==> src/rtl/alu_arbiter.sv <==
// Round-robin arbiter that shares one combinational ALU between two requesters; 1-cycle result latency.
// A port is granted only while its result slot is free, so a stalled consumer blocks only its own port.
// Define ALU_ARB_FIXED_PRIORITY_EN to make port 0 always win contention instead of round-robin.
module alu_arbiter (
    input  logic        clk,
    input  logic        reset,

    input  logic        req0_valid,
    output logic        req0_ready,
    input  logic [31:0] req0_a,
    input  logic [31:0] req0_b,
    input  logic [2:0]  req0_func,
    input  logic        req0_mod,

    input  logic        req1_valid,
    output logic        req1_ready,
    input  logic [31:0] req1_a,
    input  logic [31:0] req1_b,
    input  logic [2:0]  req1_func,
    input  logic        req1_mod,

    output logic        rsp0_valid,
    input  logic        rsp0_ready,
    output logic [31:0] rsp0_result,

    output logic        rsp1_valid,
    input  logic        rsp1_ready,
    output logic [31:0] rsp1_result,

    output logic [31:0] alu_input_a,
    output logic [31:0] alu_input_b,
    output logic [2:0]  alu_function_select,
    output logic        alu_function_modifier,
    input  logic [31:0] alu_result
);

    logic        rsp0_valid_q, rsp0_valid_d;
    logic        rsp1_valid_q, rsp1_valid_d;
    logic [31:0] rsp0_result_q, rsp0_result_d;
    logic [31:0] rsp1_result_q, rsp1_result_d;
    logic        last_q, last_d;

    logic        elig0, elig1;
    logic        grant0, grant1;

    // A slot is free when empty or being drained this very cycle.
    assign elig0 = req0_valid && (!rsp0_valid_q || rsp0_ready) && !reset;
    assign elig1 = req1_valid && (!rsp1_valid_q || rsp1_ready) && !reset;

    always_comb begin
        grant0 = 1'b0;
        grant1 = 1'b0;
        if (elig0 && elig1) begin
`ifdef ALU_ARB_FIXED_PRIORITY_EN
            grant0 = 1'b1;
`else
            grant0 = last_q;
            grant1 = !last_q;
`endif
        end else begin
            grant0 = elig0;
            grant1 = elig1;
        end
    end

    assign req0_ready = grant0;
    assign req1_ready = grant1;

    always_comb begin
        alu_input_a           = 32'd0;
        alu_input_b           = 32'd0;
        alu_function_select   = 3'd0;
        alu_function_modifier = 1'b0;
        if (grant0) begin
            alu_input_a           = req0_a;
            alu_input_b           = req0_b;
            alu_function_select   = req0_func;
            alu_function_modifier = req0_mod;
        end else if (grant1) begin
            alu_input_a           = req1_a;
            alu_input_b           = req1_b;
            alu_function_select   = req1_func;
            alu_function_modifier = req1_mod;
        end
    end

    always_comb begin
        rsp0_valid_d  = rsp0_valid_q;
        rsp1_valid_d  = rsp1_valid_q;
        rsp0_result_d = rsp0_result_q;
        rsp1_result_d = rsp1_result_q;
        last_d        = last_q;

        // A new grant wins over a drain, giving back-to-back throughput.
        if (grant0) begin
            rsp0_valid_d  = 1'b1;
            rsp0_result_d = alu_result;
        end else if (rsp0_ready) begin
            rsp0_valid_d  = 1'b0;
        end

        if (grant1) begin
            rsp1_valid_d  = 1'b1;
            rsp1_result_d = alu_result;
        end else if (rsp1_ready) begin
            rsp1_valid_d  = 1'b0;
        end

        if (grant0) begin
            last_d = 1'b0;
        end else if (grant1) begin
            last_d = 1'b1;
        end
    end

    always_ff @(posedge clk) begin
        if (reset) begin
            rsp0_valid_q  <= 1'b0;
            rsp1_valid_q  <= 1'b0;
            rsp0_result_q <= 32'd0;
            rsp1_result_q <= 32'd0;
            last_q        <= 1'b1;
        end else begin
            rsp0_valid_q  <= rsp0_valid_d;
            rsp1_valid_q  <= rsp1_valid_d;
            rsp0_result_q <= rsp0_result_d;
            rsp1_result_q <= rsp1_result_d;
            last_q        <= last_d;
        end
    end

    assign rsp0_valid  = rsp0_valid_q;
    assign rsp1_valid  = rsp1_valid_q;
    assign rsp0_result = rsp0_result_q;
    assign rsp1_result = rsp1_result_q;

endmodule

==> config.mk <==
export PLATFORM = sky130hd
export DESIGN_NAME = alu_arbiter
export DESIGN_NICKNAME = d
export VERILOG_FILES = /design/src/rtl/alu_arbiter.sv
export SDC_FILE = /design/constraint.sdc
export NUM_CORES = 1
export LEC_CHECK = 0
export ABC_AREA = 1
export BUFFER_PORTS_ARGS = -buffer_cell sky130_fd_sc_hd__buf_2
export CAP_MARGIN = 20
export CORE_AREA = 2 2 119 121
export CTS_BUF_LIST = sky130_fd_sc_hd__clkbuf_4 sky130_fd_sc_hd__clkbuf_8 sky130_fd_sc_hd__clkbuf_16
export CTS_CLUSTER_SIZE = 10
export DETAILED_ROUTE_END_ITERATION = 8
export DIE_AREA = 0 0 121 123
export MAX_ROUTING_LAYER = met4
export PLACE_DENSITY = 0.56
export SYNTH_ARGS = -nofsm -noshare
export SYNTH_HDL_FRONTEND = slang
export SYNTH_SLANG_ARGS = --single-unit
==> constraint.sdc <==
create_clock -name clk -period 2.19 [get_ports clk]
set_input_delay 0.1095 -clock clk [delete_from_list [all_inputs] [get_ports clk]]
set_output_delay 0.1095 -clock clk [all_outputs]
set_load 0.01 [all_outputs]
# Word-level counts from Yosys, hierarchy flattened
# Cells that the tools add are included.
[word_totals]
word_cells = 35
output_inout_bits = 136
ff_bits = 67
input_bits = 174
[op_classes]
n_mux = 16
n_reduce_logical = 14
[op_table]
columns = ["operator", "n"]
rows = [
  ["32-bit two-way mux", 4],
  ["1-bit two-way mux", 10],
  ["3-bit two-way mux", 2],
  ["2-bit nonzero test", 3],
  ["1-bit logical AND", 5],
  ["1-bit logical NOT", 4],
  ["1-bit logical OR", 2],
]

# Depth between registers and ports, before layout
[logic_depth]
depth_word = 8
mapped_depth = 10
depth_no_buf = 8

# Least setup slack after synthesis
# Ideal clock, no wire load.
[synth_path]
path_kind = "register -> output"
startpoint = "register rsp0_valid_q, in the netlist rsp0_valid"
endpoint = "output port alu_input_a[12]"
setup_slack_ns = 0.918
path_stages_with_launch = 10
arrival_time_ns = 1.162
path_cell_list = "dfxtp_1 nand2_2 nand2_2 nor2_4 nand2_4 inv_2 buf_6 buf_6 nand2_1 nand2_1"
[synth_via]
elab_chain_cells = 8
[synth_lines]
columns = ["item", "line_no", "text"]
rows = [
  ["start: declaration", "37", "logic rsp0_valid_q, rsp0_valid_d;"],
  ["start signal: assignment", "124", "rsp0_valid_q <= rsp0_valid_d;"],
  ["1-bit logical NOT *", "47", "assign elig0 = req0_valid && (!rsp0_valid_q || rsp0_ready) && !reset;"],
  ["1-bit logical OR *", "47", ""],
  ["1-bit logical AND * (2 in a row)", "47", ""],
  ["1-bit logical AND", "53", "if (elig0 && elig1) begin"],
  ["1-bit two-way mux", "53", ""],
  ["32-bit two-way mux", "79", "end else if (grant1) begin"],
  ["32-bit two-way mux *", "74", "if (grant0) begin"],
  ["end: declaration", "30", "output logic [31:0] alu_input_a,"],
]
# Mark *: on every way between the ends. The rest lies on a longest branch, timed or not.

# Final worst setup path
[layout_path]
startpoint = "register rsp0_valid_q, in the netlist rsp0_valid"
endpoint = "output port alu_input_b[2]"
[layout_via]
elab_chain_cells = 8
[layout_lines]
columns = ["item", "line_no", "text"]
rows = [
  ["1-bit logical NOT *", "47", ""],
  ["1-bit logical OR *", "47", ""],
  ["1-bit logical AND * (2 in a row)", "47", ""],
  ["1-bit logical AND", "53", ""],
  ["1-bit two-way mux", "53", ""],
  ["32-bit two-way mux", "79", ""],
  ["32-bit two-way mux *", "74", ""],
  ["end: declaration", "31", "output logic [31:0] alu_input_b,"],
]
# Marks and branches as above.

==> impl_metrics.py <==
metrics = {
    "yosys": {
        "synthDistinctLibCells": 17,
        "syn-num-nets": 703,
        "yosysSeqAreaShare_pct": 38.6,
        "synth_seq_cells": 67,
        "synthesis.instances": 529,
        "synth_top_cell_by_area": "sky130_fd_sc_hd__dfxtp_1",
        "synth_warnings": 0,
        "synth.top_cell.area_share_pct": 38.6,
        "syn-cell-area_um2": 3470,
        "synth_area_leaders": "sky130_fd_sc_hd__dfxtp_1 39%, sky130_fd_sc_hd__nand3_1 28%, sky130_fd_sc_hd__nand2_1 22%",
        "post_synth.cell_area_avg_um2": 6.57,
    },
    "sta": {
        "maxSlewHeadroom_pct": 74.3,
        "grt_setup_unrepaired": "no",
        "worst_pin_slew_ns": 0.385,
        "final_max_slew_viol_count": 0,
        "setup_viol_count_final": 0,
        "finalWorstSetupSlack_ns": 0.267,
        "post-route-period-util_pct": 87.8,
        "timing.clock.skew_ns": 0.00405,
        "final_period_minus_worst_setup_slack_ns": 1.92,
        "report.final.hold_viol_count": 0,
        "final.setup.tns_ns": 0,
        "achievable-frequency_mhz": 520,
    },
    "placed_design": {
        "place.port_buffers": 309,
        "cell_area_after_placement_um2": 5100,
        "post-place-ws_ns": 0.597,
        "dpl.hpwl_um": 11600,
        "gpl.final_weighted_congestion": 0.811,
    },
    "run_status": {
        "status": "complete, no violations",
    },
    "min_path": {
        "hold_class": "in2reg",
    },
    "power": {
        "share_seq_of_total_power_pct": 36.8,
        "total_leakage_power_nw": 3.30,
        "p_comb_share_pct": 23.5,
        "net-switching-power_w": 0.00109,
        "power_report.internal_total_w": 0.00263,
        "power.share.clock_pct": 39.7,
        "powerDensity_nw_per_um2": 685,
        "swShare_pct": 29.3,
        "irDropWorstVdd_uv": 440,
    },
    "cts": {
        "cts_resized": 0,
        "cts_buffers": 9,
        "htreeDepth": 3,
        "post-cts-setup-buffer-count": 0,
        "sinks_on_the_clock_net": 67,
        "clock_path_buffers": 2,
        "worst_skew_pair_latency_ns": 0.33,
        "clk_transition_reported_paths_ns": 0.06,
        "ctsRootBufferMaster": "sky130_fd_sc_hd__clkbuf_16",
        "cts.hold.buffers_added": 0,
        "tritoncts": "yes",
    },
    "floorplanning": {
        "initial_standard_cell_utilization_of_the_core_pct": 25.5,
        "fp-row-count": 43,
        "fp.dieW_um": 121,
        "design.die.area_um2": 14900,
        "core_um2": 13600,
        "dieHeight_um": 123,
        "io_pins": 310,
    },
    "route": {
        "met2_length_um": 7730,
        "via_total_after_detailed_routing": 4586,
        "drt_wl_total_um": 15500,
        "dr_wl_met3_um": 1210,
        "firstDrtPassIters": 5,
        "number_of_drc_markers_in_iteration_0": 270,
        "drtAntennaViolNets": 0,
        "detail_route.wirelength.met1_um": 6390,
        "avgViaCountPerCell": 4.58,
        "wl_per_cell_um": 15.4,
        "routed.top_layer": "met4",
        "drc_errors": 0,
    },
    "worst_setup_path": {
        "worst-path-buf-inv": 3,
        "cpLargestDelayFamily": "buffers and inverters",
        "slowest_stage": "sky130_fd_sc_hd__dfxtp_1",
        "arrival_ns": 1.81,
        "crit_chain": "nand2_2, nand2_2, nor2_4, nand2_4, inv_2, buf_12, nand2_1, nand2_1, buf_2",
        "timing.critical_path.slowest_cell_delay_ns": 0.32,
        "worstPathMaxFanout": 61,
        "worstPathRequired_ns": 2.08,
        "setup.worst_path.class": "reg2out",
        "start_kind": "flop",
        "crit_path_end_kind": "output pin",
    },
    "global_route": {
        "grt_pass1_vias": 4086,
        "total_global_route_track_usage_pct": 19.7,
        "globalRouteOverflowTotal": 0,
        "grt_pass1_wl_um": 22100,
        "grt_antenna_before_repair": 3,
        "grt_start_max_net_pins": 65,
    },
    "cells_and_area": {
        "drive_above_1_share_pct": 42.2,
        "area_growth_syn_to_layout_pct": 56.1,
        "post-route-cell-area_um2": 5420,
        "finish.net_count": 987,
    },
    "job": {
        "drv.max_cap_violation_count": 0,
    },
}
layout by cell type, fill, tap and decap left out:
cell type                   instances
sky130_fd_sc_hd__buf_2            309
sky130_fd_sc_hd__nand2_1          204
sky130_fd_sc_hd__nand3_1          196
sky130_fd_sc_hd__dfxtp_1           67
sky130_fd_sc_hd__clkbuf_16          9
sky130_fd_sc_hd__buf_4              7
sky130_fd_sc_hd__diode_2            4
sky130_fd_sc_hd__buf_12             4
sky130_fd_sc_hd__inv_1              3
sky130_fd_sc_hd__nand2_2            2
sky130_fd_sc_hd__nor2_4             2
sky130_fd_sc_hd__inv_2              2
sky130_fd_sc_hd__o21ai_0            2
sky130_fd_sc_hd__clkinv_2           2
sky130_fd_sc_hd__clkbuf_8           2
sky130_fd_sc_hd__nand3b_2           1
sky130_fd_sc_hd__nand2_4            1
sky130_fd_sc_hd__nand3_4            1
sky130_fd_sc_hd__a21oi_1            1
sky130_fd_sc_hd__clkbuf_4           1
sky130_fd_sc_hd__clkinv_4           1
sky130_fd_sc_hd__bufinv_16          1
cell type report:
class                   instances  area (µm²)
diodes                          4        10.0
multi-input cells             410        1840
clock buffers                  12         260
clock inverters                 4        48.8
repair buffers                320        1680
well taps                     180         225
flip-flops and latches         67        1340
fillers                      1543        8190
inverters                       5        18.8
through the flow:
stage | util, % | total power, W | hold WS, ns | cells
2_1_floorplan | - | 0.00183 | 0.198 | 529
3_3_place_gp | 37.5 | 0.00227 | 0.349 | 982
3_5_place_dp | 37.5 | 0.00227 | 0.354 | 982
4_1_cts | 39.7 | 0.00376 | 0.00515 | 998
5_1_grt | 39.8 | 0.00392 | 0.0119 | 1001
6_report | 39.8 | 0.00371 | 0.0184 | 1002
sequential cells by signal, summed over array words and instances (netlist names):
signal       flops
last_q           1
rsp0_result     32
rsp0_valid       1
rsp1_result     32
rsp1_valid       1
kinds of logic (layout without fill, tap and decap cells):
logic type / Yosys count / after routing / synth area share, %
compound gates: 3 / 3 / 0.432
buf+inv: 52 / 341 / 9.08
flops: 67 / 67 / 38.6
other cells: 0 / 4 / 0
simple gates: 407 / 407 / 51.9
metal layers:
| layer | up-vias | global-route usage (%) |
|---|---|---|
| li1 | 2324 | - |
| met1 | 2071 | 24.7 |
| met2 | 181 | 31.6 |
| met3 | 10 | 4.66 |
| met4 | 0 | 5.89 |
| met5 | - | - |
worst paths after layout:
| kind | slack, ns | startpoint | cells past startpoint | endpoint |
|---|---|---|---|---|
| hold reg to reg | 0.46 | rsp0_result[6] | 2 | rsp0_result[6] |
| setup reg to reg | 0.69 | rsp1_valid | 7 | rsp1_valid |
| hold / removal | 0.02 | alu_result[2] | 3 | rsp1_result[2] |
| setup / recovery | 0.27 | rsp0_valid | 9 | alu_input_b[2] |
power by group through the flow:
stage	clock network, W	registers, W	logic (W)
floorplan	0	0.00143	0.000393
global placement	0	0.00139	0.000880
detailed placement	0	0.00139	0.000883
CTS	0.00150	0.00137	0.000885
global route	0.00158	0.00138	0.000964
finish	0.00147	0.00137	0.000872
cell usage after synthesis (all sizes together):
| cell type | instances |
|---|---|
| o21ai | 2 |
| nor2 | 2 |
| inv | 5 |
| clkbuf | 7 |
| dfxtp | 67 |
| nand2 | 207 |
| nand3 | 197 |
| nand3b | 1 |
| a21oi | 1 |
| buf | 40 |
worst register-to-register path, cell delays in order (launching register included):
cell and delay [ns]:
sky130_fd_sc_hd__dfxtp_1 0.32, sky130_fd_sc_hd__nand2_1 0.09, sky130_fd_sc_hd__nand2_1 0.11, sky130_fd_sc_hd__nor2_4 0.05, sky130_fd_sc_hd__buf_4 0.20, sky130_fd_sc_hd__nand2_1 0.08, sky130_fd_sc_hd__buf_4 0.36, sky130_fd_sc_hd__o21ai_0 0.15
No activity file was read; power rests on OpenSTA's default activity.
